**config.mk**
```make
export PLATFORM = sky130hd
export DESIGN_NAME = gpioemu_bus_master
export DESIGN_NICKNAME = d
export VERILOG_FILES = /design/src/rtl/gpioemu_pkg.sv /design/src/rtl/gpioemu_bus_access.sv /design/src/rtl/gpioemu_bus_master.sv
export SDC_FILE = /design/constraint.sdc
export NUM_CORES = 1
export LEC_CHECK = 0
export CAP_MARGIN = 20
export CORE_ASPECT_RATIO = 0.5
export CORE_MARGIN = 2
export CORE_UTILIZATION = 45
export CTS_CLUSTER_DIAMETER = 50
export DETAILED_ROUTE_END_ITERATION = 10
export GPL_ROUTABILITY_DRIVEN = 0
export PLACE_DENSITY_LB_ADDON = 0.05
export SYNTH_ARGS = -nofsm -noshare
export SYNTH_HDL_FRONTEND = slang
export SYNTH_SLANG_ARGS = --single-unit
```
**constraint.sdc**
```tcl
create_clock -name clk -period 2.3 [get_ports clk]
set_input_delay 0.23 -clock clk [delete_from_list [all_inputs] [get_ports clk]]
set_output_delay 0.23 -clock clk [all_outputs]
set_load 0.1 [all_outputs]
```
**src/rtl/gpioemu_pkg.sv**
```systemverilog
// rtl/gpioemu_pkg.sv - shared addresses, status codes and state types for the gpioemu bus master
package gpioemu_pkg;

  localparam logic [15:0] ADDR_A1   = 16'h0380;
  localparam logic [15:0] ADDR_A2   = 16'h0388;
  localparam logic [15:0] ADDR_W    = 16'h0390;
  localparam logic [15:0] ADDR_L    = 16'h0398;
  localparam logic [15:0] ADDR_CTRL = 16'h03A0;

  localparam logic [1:0] STATUS_DONE = 2'b11;

  typedef enum logic [3:0] {
    ST_IDLE,
    ST_WR_A1,
    ST_WR_A2,
    ST_WR_GO,
    ST_POLL,
    ST_GAP,
    ST_RD_W,
    ST_RD_L,
    ST_RESP
  } master_state_t;

  typedef enum logic [1:0] {
    PH_IDLE,
    PH_SETUP,
    PH_STROBE,
    PH_HOLD
  } bus_phase_t;

endpackage

```
**src/rtl/gpioemu_bus_access.sv**
```systemverilog
// rtl/gpioemu_bus_access.sv - single setup/strobe/hold access on the saddress/srd/swr bus
module gpioemu_bus_access
  import gpioemu_pkg::*;
#(
  parameter int STROBE_LEN = 2
) (
  input  logic        clk,
  input  logic        n_reset,
  input  logic        start,
  input  logic        we,
  input  logic [15:0] addr,
  input  logic [31:0] wdata,
  output logic        done,
  output logic [31:0] rdata,
  output logic [15:0] saddress,
  output logic        swr,
  output logic        srd,
  output logic [31:0] sdata_out,
  input  logic [31:0] sdata_in
);

  bus_phase_t phase;
  logic [7:0] strobe_cnt;
  logic       we_q;

  // A new access may be loaded while idle or on the edge that closes HOLD,
  // so the master can chain accesses with no idle cycle in between.
  always_ff @(posedge clk) begin
    if (!n_reset) begin
      phase      <= PH_IDLE;
      strobe_cnt <= 8'd0;
      we_q       <= 1'b0;
      saddress   <= 16'h0000;
      sdata_out  <= 32'h0000_0000;
      swr        <= 1'b0;
      srd        <= 1'b0;
    end else begin
      case (phase)
        PH_IDLE, PH_HOLD: begin
          if (start) begin
            saddress  <= addr;
            sdata_out <= wdata;
            we_q      <= we;
            phase     <= PH_SETUP;
          end else begin
            phase <= PH_IDLE;
          end
        end
        PH_SETUP: begin
          swr        <= we_q;
          srd        <= ~we_q;
          strobe_cnt <= 8'd0;
          phase      <= PH_STROBE;
        end
        PH_STROBE: begin
          if (strobe_cnt == 8'(STROBE_LEN - 1)) begin
            swr   <= 1'b0;
            srd   <= 1'b0;
            phase <= PH_HOLD;
          end else begin
            strobe_cnt <= strobe_cnt + 8'd1;
          end
        end
        default: phase <= PH_IDLE;
      endcase
    end
  end

  // The master samples rdata on the edge that ends HOLD, i.e. while done is high.
  assign done  = (phase == PH_HOLD);
  assign rdata = sdata_in;

endmodule

```
**src/rtl/gpioemu_bus_master.sv**
```systemverilog
// rtl/gpioemu_bus_master.sv - job FSM driving the gpioemu multiply/popcount peripheral
module gpioemu_bus_master
  import gpioemu_pkg::*;
#(
  parameter int STROBE_LEN = 2,
  parameter int POLL_GAP   = 4,
  parameter int POLL_LIMIT = 255
) (
  input  logic        clk,
  input  logic        n_reset,
  input  logic        job_valid,
  output logic        job_ready,
  input  logic [23:0] job_a1,
  input  logic [23:0] job_a2,
  output logic        res_valid,
  input  logic        res_ready,
  output logic [31:0] res_w,
  output logic [5:0]  res_ones,
  output logic        res_ovf,
  output logic        res_timeout,
  output logic [15:0] saddress,
  output logic        swr,
  output logic        srd,
  output logic [31:0] sdata_out,
  input  logic [31:0] sdata_in,
  output logic        busy,
  output logic [15:0] job_count
);

  master_state_t state;
  logic          kick;
  logic [23:0]   a1_q;
  logic [23:0]   a2_q;
  logic [15:0]   poll_cnt;
  logic [15:0]   gap_cnt;

  logic          acc_start;
  logic          acc_we;
  logic [15:0]   acc_addr;
  logic [31:0]   acc_wdata;
  logic          acc_done;
  logic [31:0]   acc_rdata;
  logic          last_poll;
  logic          status_done;

  assign last_poll   = ((poll_cnt + 16'd1) == 16'(POLL_LIMIT));
  assign status_done = (acc_rdata[1:0] == STATUS_DONE);

  // Launch decode: the first access is kicked one cycle after accept; later
  // accesses are launched on the done of the previous one, or at the last gap cycle.
  always_comb begin
    acc_start = 1'b0;
    acc_we    = 1'b0;
    acc_addr  = ADDR_CTRL;
    acc_wdata = 32'h0000_0000;
    case (state)
      ST_WR_A1: begin
        if (kick) begin
          acc_start = 1'b1;
          acc_we    = 1'b1;
          acc_addr  = ADDR_A1;
          acc_wdata = {8'h00, a1_q};
        end else if (acc_done) begin
          acc_start = 1'b1;
          acc_we    = 1'b1;
          acc_addr  = ADDR_A2;
          acc_wdata = {8'h00, a2_q};
        end
      end
      ST_WR_A2: begin
        if (acc_done) begin
          acc_start = 1'b1;
          acc_we    = 1'b1;
          acc_addr  = ADDR_CTRL;
        end
      end
      ST_WR_GO: begin
        acc_start = acc_done;
      end
      ST_POLL: begin
        if (acc_done) begin
          if (status_done) begin
            acc_start = 1'b1;
            acc_addr  = ADDR_W;
          end else if (!last_poll && (POLL_GAP == 0)) begin
            acc_start = 1'b1;
          end
        end
      end
      ST_GAP: begin
        acc_start = (gap_cnt == 16'd1);
      end
      ST_RD_W: begin
        if (acc_done) begin
          acc_start = 1'b1;
          acc_addr  = ADDR_L;
        end
      end
      default: acc_start = 1'b0;
    endcase
  end

  // Job FSM with registered handshake, result and status outputs.
  always_ff @(posedge clk) begin
    if (!n_reset) begin
      state       <= ST_IDLE;
      kick        <= 1'b0;
      a1_q        <= 24'h0;
      a2_q        <= 24'h0;
      poll_cnt    <= 16'h0;
      gap_cnt     <= 16'h0;
      job_ready   <= 1'b1;
      res_valid   <= 1'b0;
      res_w       <= 32'h0;
      res_ones    <= 6'h0;
      res_ovf     <= 1'b0;
      res_timeout <= 1'b0;
      busy        <= 1'b0;
      job_count   <= 16'h0;
    end else begin
      kick <= 1'b0;
      case (state)
        ST_IDLE: begin
          if (job_valid) begin
            a1_q        <= job_a1;
            a2_q        <= job_a2;
            res_w       <= 32'h0;
            res_ones    <= 6'h0;
            res_ovf     <= 1'b0;
            res_timeout <= 1'b0;
            poll_cnt    <= 16'h0;
            kick        <= 1'b1;
            job_ready   <= 1'b0;
            busy        <= 1'b1;
            state       <= ST_WR_A1;
          end
        end
        ST_WR_A1: if (acc_done) state <= ST_WR_A2;
        ST_WR_A2: if (acc_done) state <= ST_WR_GO;
        ST_WR_GO: if (acc_done) state <= ST_POLL;
        ST_POLL: begin
          if (acc_done) begin
            if (!acc_rdata[0]) res_ovf <= 1'b1;
            if (status_done) begin
              state <= ST_RD_W;
            end else begin
              poll_cnt <= poll_cnt + 16'd1;
              if (last_poll) begin
                res_timeout <= 1'b1;
                res_valid   <= 1'b1;
                state       <= ST_RESP;
              end else if (POLL_GAP != 0) begin
                gap_cnt <= 16'(POLL_GAP);
                state   <= ST_GAP;
              end
            end
          end
        end
        ST_GAP: begin
          if (gap_cnt == 16'd1) state <= ST_POLL;
          else gap_cnt <= gap_cnt - 16'd1;
        end
        ST_RD_W: begin
          if (acc_done) begin
            res_w <= acc_rdata;
            state <= ST_RD_L;
          end
        end
        ST_RD_L: begin
          if (acc_done) begin
            res_ones  <= acc_rdata[5:0];
            res_valid <= 1'b1;
            state     <= ST_RESP;
          end
        end
        ST_RESP: begin
          if (res_ready) begin
            res_valid <= 1'b0;
            job_count <= job_count + 16'd1;
            job_ready <= 1'b1;
            busy      <= 1'b0;
            state     <= ST_IDLE;
          end
        end
        default: state <= ST_IDLE;
      endcase
    end
  end

  gpioemu_bus_access #(
    .STROBE_LEN(STROBE_LEN)
  ) u_access (
    .clk       (clk),
    .n_reset   (n_reset),
    .start     (acc_start),
    .we        (acc_we),
    .addr      (acc_addr),
    .wdata     (acc_wdata),
    .done      (acc_done),
    .rdata     (acc_rdata),
    .saddress  (saddress),
    .swr       (swr),
    .srd       (srd),
    .sdata_out (sdata_out),
    .sdata_in  (sdata_in)
  );

endmodule

```
==> impl_metrics.toml, run 1 <==
[drt]
wl_mm = 22.8
route.detailed.vias_per_inst = 5.40
drt_first_pass_iters = 5
final_antenna_net_count = 0
initialDrtViolationCount = 505
detail_route.drc_violations = 0
dr_total_vias = 7885
drt-wirelength-per-cell_um = 15.6

[placement]
placed_cell_area_sq_um = 10300
hpwlAfterDp_mm = 15.6
numPortBuffers = 174

[run]
drv_cap = 0

[worst_setup_path]
launching_instance_or_port_of_the_critical_path = "poll_cnt[5]$_SDFFE_PN0P_"
ff2ff_path_depth = 8
setup.reg_to_reg.worst_slack_ns = 0.11
critical_path_required_ns = 2.64
cp-start-kind = "flip-flop"
criticalPathCategory = "flip-flop to flip-flop"
critical_path.max_fanout = 6
reg2reg_from = "poll_cnt[5]$_SDFFE_PN0P_"
crit_path_end = "gap_cnt[5]$_SDFFE_PN0P_"
worst_r2r_endpoint = "gap_cnt[5]$_SDFFE_PN0P_"
worstSetupEndpointType = "flip-flop"
timing.critical_path.arrival_ns = 2.53

[cts]
clk_pin_slew_worst_paths_ns = 0.07
tritoncts = "built"
tritoncts_num_sinks = 185
cts_root_buffer = "sky130_fd_sc_hd__clkbuf_16"
worstSkewPairLatency_ns = 0.43
numCtsBuffers = 17
cts_max_level = 4
ctsLongestPathBuffers = 2

[die]
die-height_um = 101
floorplan.initialDensity = 0.459
ioPinCount = 193
floorplan.die_area_sq_um = 19900
row_cnt = 35
die_x_um = 197
core_sq_um = 18300

[layout]
synthToLayoutAreaGrowth_pct = 30.3
antennaDiodeCount = 0
postLayoutCellArea_sq_um = 11000
layout.nets = 1302
fraction_of_layout_instances_using_a_drive_strength_above_1 = 0.172
final_cell_mix = "sky130_fd_sc_hd__nand2_1 (183), sky130_fd_sc_hd__dfxtp_1 (177), sky130_fd_sc_hd__buf_4 (128), sky130_fd_sc_hd__a21oi_1 (122), sky130_fd_sc_hd__nor2_1 (97)"
leading_cell_type_in_the_layout_fill_and_taps_excluded = "sky130_fd_sc_hd__nand2_1"

[sta]
timing.final.max_slew_violations = 0
timing.max_slew.rel_slack = 0.569
post-route-period-util = 0.952
setup_violations = 0
max_freq_ghz = 0.457
rsz0062_at_grt = "no"
clock-skew-final_ns = 0.0111
timing.final.crit_period_ns = 2.19
fin_setup_tns_ns = 0
worst-slew-pin-transition_ns = 0.642
finalHoldWorstSlack_ns = 0.347
finalHoldViolations = 0

[grt]
antenna_violations_before_repair = 0
grt-ovfl-total = 0
grt_start_max_net_pins = 50
grt_usage = 0.223
first_global_vias = 6974
grt_first_pass_wirelength_mm = 35.7

[synthesis]
synth.ff_latch_count = 185
yosys_warnings = 0
synth_top_flop_cell = "sky130_fd_sc_hd__dfxtp_1"
gate_count_post_synth = 1045
synth-edff-count = 0
syn_area_sq_um = 8420
ys_seq_area_frac = 0.440
synth-async-reset-ratio = 0
syn-mean-instance-area_sq_um = 8.06
ys_types = 67

[power_and_ir_drop]
power.density_cell_area_nw_per_um2 = 728
p_leak_nw = 4.21
vdd_drop_max_v = 0.000537

[status]
run_status = "finished clean"

[worst_hold_path]
min-delay-path-class = "input port to flip-flop"
## per-stage QoR
stage	std cells	power [mW]	util	setup slack, ns
after floorplan	1062	4.63	-	0.000917
after global placement	1426	5.11	0.563	0.117
after detailed placement	1426	5.13	0.563	0.0577
after CTS	1456	8.03	0.594	0.0269
after global routing	1459	8.32	0.598	0.00255
final	1459	7.98	0.598	0.110
## how the worst min path moves through the flow
stage | startpoint | endpoint | slack [ns] | cells past startpoint
2_1_floorplan | job_a1[0] | a1_q[0]$_SDFFE_PN0P_ | 0.37 | 2
3_3_place_gp | res_w[26]$_SDFFE_PN0P_ | res_w[26]$_SDFFE_PN0P_ | 0.44 | 2
3_5_place_dp | res_w[31]$_SDFFE_PN0P_ | res_w[31]$_SDFFE_PN0P_ | 0.44 | 2
4_1_cts | job_a2[23] | a2_q[23]$_SDFFE_PN0P_ | 0.33 | 3
5_1_grt | job_a2[16] | a2_q[16]$_SDFFE_PN0P_ | 0.35 | 3
6_report | job_a2[23] | a2_q[23]$_SDFFE_PN0P_ | 0.35 | 3
## registers in the layout (all words and copies together), names as in the netlist, 2 cells and up
name	flops
u_access.phase	2
state	4
res_w	32
gap_cnt	16
u_access.strobe_cnt	8
job_count	16
u_access.saddress	4
u_access.sdata_out	24
a2_q	24
poll_cnt	16
res_ones	6
a1_q	24
## where the power goes
| group | switching (mW) | internal, mW | total (mW) | leakage (nW) |
|---|---|---|---|---|
| clock | 1.29 | 1.61 | 2.90 | 0.270 |
| sequential | 0.112 | 3.36 | 3.48 | 1.50 |
| combinational | 1.09 | 0.511 | 1.61 | 2.44 |
## timing repair
action,4_1_cts,5_1_grt
hold buffers,0,0
endpoints found under the hold margin,0,0
buffers inserted,0,2
setup endpoints to repair,0,35
resized for setup,0,9
## worst max-delay path: stages, from the launching register on
cell	delay, ns
sky130_fd_sc_hd__dfxtp_2	0.36
sky130_fd_sc_hd__and4_1	0.26
sky130_fd_sc_hd__buf_4	0.17
sky130_fd_sc_hd__a21oi_1	0.16
sky130_fd_sc_hd__o221ai_1	0.19
sky130_fd_sc_hd__buf_4	0.19
sky130_fd_sc_hd__nor4_4	0.36
sky130_fd_sc_hd__nand2_1	0.18
sky130_fd_sc_hd__a211oi_1	0.23
## layer usage
layer | GRT usage | up-vias | wire [um]
met5 | 0 | - | 0
met4 | 0.0468 | 0 | 171
met3 | 0.0509 | 14 | 1170
met2 | 0.341 | 210 | 10200
met1 | 0.323 | 3718 | 11200
li1 | - | 3943 | -
## synth_stat cells (all sizes together) (10+ instances only)
| cell | number | area (sq um) |
|---|---|---|
| a21oi | 124 | 624 |
| nor2 | 98 | 370 |
| nand2 | 184 | 693 |
| o21ai | 33 | 165 |
| inv | 14 | 52.6 |
| nor4 | 10 | 108 |
| a31oi | 16 | 100 |
| nand3 | 55 | 275 |
| xor2 | 14 | 123 |
| nand4 | 11 | 83.8 |
| clkbuf | 53 | 199 |
| nor3 | 22 | 115 |
| nand2b | 12 | 75.1 |
| dfxtp | 185 | 3700 |
| xnor2 | 10 | 87.6 |
| ha | 10 | 125 |
| a22oi | 28 | 210 |
| a211oi | 31 | 283 |
| buf | 43 | 279 |
## cell type report
| class | instances | area (sq um) |
|---|---|---|
| clock buffers | 18 | 429 |
| clock inverters | 12 | 140 |
| fillers | 1654 | 7380 |
| inverters | 14 | 55.1 |
| multi-input cells | 767 | 4300 |
| flip-flops and latches | 185 | 3710 |
| well taps | 240 | 300 |
| repair buffers | 223 | 2040 |
## cell families (layout without fill, tap and decap cells)
kind of cell,Yosys count,after routing,synth area share
simple gates,441,441,0.249
buf+inv,110,267,0.0630
fa+ha+maj,10,10,0.0149
flops,185,185,0.440
compound gates,270,270,0.204
mux,4,4,0.00476
xor+xnor,24,24,0.0250
other cells,1,18,0.000445
(Power assumes the default switching activity.)
==> run 2, diff against run 1 <==
--- a/config.mk
+++ b/config.mk
@@ -5,6 +5,7 @@
 export SDC_FILE = /design/constraint.sdc
 export NUM_CORES = 1
 export LEC_CHECK = 0
+export ABC_AREA = 1
 export CAP_MARGIN = 20
 export CORE_ASPECT_RATIO = 0.5
 export CORE_MARGIN = 2
==> run 2 against run 1 <==
  * Critical endpoint is now gap_cnt[2]$_SDFFE_PN0P_
  * Non-clock buffer count down 24
  * Global-route usage up 0.30 points
  * Clock power about the same
  * Utilization down 1.6 points
  * Sequential cell count unchanged
  * Sequential power up 11%
  * Combinational power up 150%
  * Hold slack worse by 0.17 ns
  * Total power up 34%
  * Wire length down 0.16%
==> impl_metrics.toml, run 2 <==
[status]
run_status = "finished clean"

[synthesis]
yosys.area.top_type = "sky130_fd_sc_hd__dfxtp_1"
synth_simple_gate_area_frac = 0.270
synth.ff_latch_count = 185
yosys_warnings = 0
ys_types = 44
multiplexer_fraction_of_the_synthesized_cell_area = 0
synth-edff-count = 0
combinational_family_with_the_most_area_after_synthesis = "simple AND/OR/NAND/NOR gates"
synth_top_area_share = 0.434
synth.top_cells.by_count = "sky130_fd_sc_hd__nand2_1 (285), sky130_fd_sc_hd__dfxtp_1 (185), sky130_fd_sc_hd__a21oi_1 (172)"
gate_count_post_synth = 1188
synth_top_flop_cell = "sky130_fd_sc_hd__dfxtp_1"
syn_area_sq_um = 8540
synth.most_common_cell = "sky130_fd_sc_hd__nand2_1"
yosys-top-cells-area = "sky130_fd_sc_hd__dfxtp_1 (43%), sky130_fd_sc_hd__nand2_1 (13%), sky130_fd_sc_hd__a21oi_1 (10%), sky130_fd_sc_hd__nand3_1 (4.9%), sky130_fd_sc_hd__nor2_1 (4.7%)"
area_fraction_in_compound_gates_after_synthesis = 0.178
synth_xor_xnor_area_share = 0.00308
ys_seq_area_frac = 0.434
synth-async-reset-ratio = 0
syn-mean-instance-area_sq_um = 7.19
yosys.area_share.adder = 0.0147

[worst_setup_path]
timing.critical_path.arrival_ns = 2.42
worstSetupEndpointType = "flip-flop"
critical_path.max_fanout = 31
criticalPathCategory = "flip-flop to flip-flop"
cp-start-kind = "flip-flop"
critical_path_required_ns = 2.66
ff2ff_path_depth = 12

[sta]
rsz0062_at_grt = "no"
setup_violations = 0
finalHoldViolations = 0
timing.max_slew.rel_slack = 0.459
max_freq_ghz = 0.486
fin_setup_tns_ns = 0
timing.final.ws_setup_ns = 0.241
finalHoldWorstSlack_ns = 0.178
timing.final.crit_period_ns = 2.06
timing.final.max_slew_violations = 0
clock-skew-final_ns = 0.0113
post-route-period-util = 0.895
worst-slew-pin-transition_ns = 0.812

[power_and_ir_drop]
pwr-share-seq = 0.360
p_int_mw = 6.13
vdd_drop_max_v = 0.000742
swShare = 0.425
power.share.combinational = 0.370
power.density_cell_area_nw_per_um2 = 992
p_clk_frac = 0.269
net-switching-power_mw = 4.54
p_leak_nw = 4.30
design_power_total_mw = 10.7

[drt]
detail_route.drc_violations = 0
drt-wirelength-per-cell_um = 14.1
dr_total_vias = 8158
wl_mm = 22.7
drt_first_pass_iters = 4
final_antenna_net_count = 0
initialDrtViolationCount = 403
route.detailed.vias_per_inst = 5.05

[cts]
post-cts-setup-buffer-count = 0
numCtsBuffers = 17
ctsLongestPathBuffers = 2
tritoncts = "built"
cts_max_level = 4
hold_buffers = 0
postCtsResizedCells = 0
cts_root_buffer = "sky130_fd_sc_hd__clkbuf_16"
worstSkewPairLatency_ns = 0.43
tritoncts_num_sinks = 185
clk_pin_slew_worst_paths_ns = 0.07

[layout]
synthToLayoutAreaGrowth_pct = 25.9
sequential_cell_area_sq_um = 3700
layout.nets = 1439
fraction_of_layout_instances_using_a_drive_strength_above_1 = 0.135
antennaDiodeCount = 0
largest_register_ff_count = 32
multiInputGateArea_sq_um = 4050
leading_cell_type_in_the_layout_fill_and_taps_excluded = "sky130_fd_sc_hd__nand2_1"
regMostFlops = "res_w"
filler_cell_count = 1764
final_cell_mix = "sky130_fd_sc_hd__nand2_1 (283), sky130_fd_sc_hd__dfxtp_1 (185), sky130_fd_sc_hd__a21oi_1 (172), sky130_fd_sc_hd__buf_4 (112), sky130_fd_sc_hd__nor2_1 (106)"

[grt]
grt_usage = 0.226
grt-ovfl-total = 0
first_global_vias = 7433
grt_start_max_net_pins = 76
antenna_violations_before_repair = 0
grt_first_pass_wirelength_mm = 36.6

[worst_hold_path]
min-delay-path-class = "input port to flip-flop"
timing.hold.worst_path_depth = 3

[run]
drv_cap = 0

[die]
die-height_um = 101
floorplan.initialDensity = 0.462
die_x_um = 199
core_sq_um = 18500
row_cnt = 35
floorplan.die_area_sq_um = 20200
ioPinCount = 193

[placement]
hpwlAfterDp_mm = 15.6
numPortBuffers = 174
place_worst_setup_slack_ns = 0.236
==> run 2: cell types whose count changed after synthesis, sizes merged, moves of 18 or more <==
cell,before,now
a211oi,31,1
nand3,55,84
nand2,184,290
nor2,98,120
clkbuf,53,35
o21ai,33,76
inv,14,96
a21oi,124,172
==> run 2: power by group through the flow <==
stage	Sequential [mW]	Clock [mW]	Combinational, mW
2_1_floorplan	5.20	0	1.71
3_3_place_gp	3.90	0	3.90
5_1_grt	3.90	3.08	4.25
6_report	3.85	2.87	3.95
4_1_cts	3.85	2.94	3.96
3_5_place_dp	3.91	0	3.94
==> run 2: critical path, cell delays in order, from the launching register on <==
cell and delay [ns]:
sky130_fd_sc_hd__dfxtp_1 0.40, sky130_fd_sc_hd__ha_1 0.23, sky130_fd_sc_hd__nand3_2 0.15, sky130_fd_sc_hd__nor2_4 0.20
sky130_fd_sc_hd__nand4_1 0.15, sky130_fd_sc_hd__nand2_1 0.12, sky130_fd_sc_hd__nand2_1 0.07, sky130_fd_sc_hd__nor2_2 0.15
sky130_fd_sc_hd__nand4_4 0.10, sky130_fd_sc_hd__buf_12 0.19, sky130_fd_sc_hd__nand2_1 0.08, sky130_fd_sc_hd__nand2_1 0.05
sky130_fd_sc_hd__a21oi_1 0.11
==> run 2: cell families after synthesis <==
kind of cell / after synthesis
other cells: 1
flops: 185
simple gates: 529
compound gates: 285
fa+ha+maj: 10
buf+inv: 175
xor+xnor: 3
==> run 2: final timing paths <==
kind / startpoint / endpoint / slack [ns]
worst max-delay path: poll_cnt[1]$_SDFFE_PN0P_ / gap_cnt[2]$_SDFFE_PN0P_ / 0.24
worst min-delay path: n_reset / a2_q[23]$_SDFFE_PN0P_ / 0.18
worst max register to register: poll_cnt[1]$_SDFFE_PN0P_ / gap_cnt[2]$_SDFFE_PN0P_ / 0.24
worst min register to register: u_access.strobe_cnt[5]$_SDFFE_PN0P_ / u_access.strobe_cnt[5]$_SDFFE_PN0P_ / 0.47
==> run 2: cell type report <==
type	instances	area share
multi-input combinational	845	0.376
sequential	185	0.344
timing repair buffer	199	0.162
clock buffer	19	0.0403
inverter	97	0.0342
tap	259	0.0301
clock inverter	12	0.0122
==> run 2: layer usage <==
metal | global-route usage | part of all wire | routed length, um
met1 | 0.321 | 0.48 | 11000
met2 | 0.358 | 0.45 | 10300
met3 | 0.0426 | 0.051 | 1170
met4 | 0.0563 | 0.012 | 263
met5 | 0 | 0 | 0
==> run 2: stage by stage <==
stage / utilization / std cells / cell area [sq um]
floorplan: - / 1205 / 8600
global placement: 0.551 / 1585 / 10200
detailed placement: 0.551 / 1585 / 10200
CTS: 0.582 / 1616 / 10700
global route: 0.582 / 1616 / 10800
finish: 0.582 / 1616 / 10800
==> variant: new RTL, flow settings as in run 2 <==
Re-encode `bus_phase_t` (4 values) as one-hot, 4 bits wide.
--- a/src/rtl/gpioemu_pkg.sv
+++ b/src/rtl/gpioemu_pkg.sv
@@ -22,9 +22,9 @@
   } master_state_t;
 
-  typedef enum logic [1:0] {
-    PH_IDLE,
-    PH_SETUP,
-    PH_STROBE,
-    PH_HOLD
+  typedef enum logic [3:0] {
+    PH_IDLE   = 4'b0001,
+    PH_SETUP  = 4'b0010,
+    PH_STROBE = 4'b0100,
+    PH_HOLD   = 4'b1000
   } bus_phase_t;
 
Behaviour: same outputs for any inputs over 4 cycles, from zero or initial values and one cycle with n_reset low; so few cycles prove little.
==> variant against run 2 <==
Total power is 24% higher. Die area is 0.98% higher. Design area is 2.5% higher. Worst setup slack worse by 79 ps. Clock power is 7% higher. Hold slack better by 41 ps. Count of clock-buffer cells in the layout is 1 lower. Synthesized area is 1.0% higher. Wire length is 1.1% higher. Sequential cell count is 2 higher. Largest cell class unchanged. Largest power group unchanged.
==> variant: results (changes against run 2) <==
Iter 0 DRT Violations=344 (-15%); pin count of the biggest net entering global routing=122 (+61%); ANT cells=0 (unchanged); Met3 Routed Length=1300 um (+11%); average via count per standard cell=4.97 (-1.6%); routed length on met1=10,600 um (-3.7%); Total Nets Final=1,456 (+1.2%); cts bufs inserted=17 (unchanged); HPWL after detailed placement=15,800 um (+0.79%); via count of the first global-routing pass=7,594 (+2.2%); share of cells above drive strength 1=0.146 (+0.0111); parity-gate share of the synthesized area counting xor and xnor cells=0.00609 (+0.00302); result of the run=finished, final reports clean; placed cell count=1,597 (+0.76%); post-detailed-routing wire length=23,000 um (+1.1%); Post-Syn Area per Cell=7.22 sq um (+0.42%); total routing usage reported by global routing=0.228 (+0.00159); standard cell area after detailed placement=10,300 sq um (+1.2%); later-pin clock latency in the skew report=440 ps; initial antenna violation count=1 (+1); Post-Synth Adder-Cell Area=0.0102 (-0.00450); wire length of the first global-routing pass=36,900 um (+0.79%); largest cells by area after synthesis=sky130_fd_sc_hd__dfxtp_1 (43%), sky130_fd_sc_hd__a21oi_1 (10%), sky130_fd_sc_hd__nand2_1 (8.1%); Crit path largest cell delay=380 ps (-20 ps); met2 routed wirelength=10,800 um (+4.5%); count of warnings emitted by yosys=0 (unchanged); net switching power figure=6.10 mW (+34%); Leak=4.59 nW (+6.6%); final standard cell utilization of the core=0.593 (+0.0115); sequential area share after synthesis=0.434 (about the same); pre-CTS worst setup slack=77.7 ps (-158 ps); synthesized-area fraction occupied by ao, oa, aoi and oai cells=0.186 (+0.00852); final worst clock skew=13.3 ps (+1.97 ps); worst voltage drop across the vdd grid=0.653 mV (-12%); maximum fanout along the worst path=50 (+61%); mean routed wirelength per cell=14.0 um (-0.12%); arrival time at the worst endpoint=2500 ps (+80 ps); highest routed metal layer=met5; commonest cells in the netlist=sky130_fd_sc_hd__dfxtp_1 (187), sky130_fd_sc_hd__nand2_1 (186), sky130_fd_sc_hd__nor2_1 (177)
[variant: cell count changes in the layout (fill, tap and decap cells not counted), sizes merged, moves of 3 or more]
cell / run 2 / this run
nor2: 120 / 190
nand2: 290 / 191
nor4: 0 / 3
buf: 117 / 127
a22oi: 24 / 1
nand3: 84 / 72
inv: 102 / 119
nand4: 13 / 17
ha: 10 / 7
o21ai: 76 / 120
[variant: cell type report]
| cell class | instances | area (sq um) |
|---|---|---|
| clock buffer | 18 | 429 |
| clock inverter | 13 | 176 |
| fill | 1768 | 7550 |
| inverter | 114 | 438 |
| multi-input combinational | 836 | 4060 |
| sequential | 187 | 3740 |
| tap | 259 | 324 |
| timing repair buffer | 209 | 1850 |
[variant: metal layers]
metal	up-vias	global-route usage
met1	3687	0.292
met3	30	0.0680
li1	4231	-
met5	-	0
met4	2	0.0610
met2	174	0.379
[variant: final timing paths]
path | startpoint | endpoint | slack, ps | cells after the start
setup reg to reg | state[1] | u_access.sdata_out[7] | 160 | 12
setup / recovery | state[1] | u_access.sdata_out[7] | 160 | 12
hold reg to reg | a1_q[0] | a1_q[0] | 460 | 2
hold / removal | n_reset | u_access.saddress[8] | 220 | 3
[variant: power by group through the flow]
stage | sequential [mW] | combinational (mW) | clock (mW)
6_report | 4.38 | 5.79 | 3.06
5_1_grt | 4.48 | 6.24 | 3.27
4_1_cts | 4.38 | 5.68 | 3.13
3_5_place_dp | 4.44 | 5.66 | 0
3_3_place_gp | 4.42 | 5.61 | 0
2_1_floorplan | 6.39 | 2.60 | 0
[variant: repair_timing]
action / 4_1_cts / 5_1_grt
resized for setup: 0 / 7
setup buffers: 0 / 7
endpoints found under the setup margin: 0 / 51
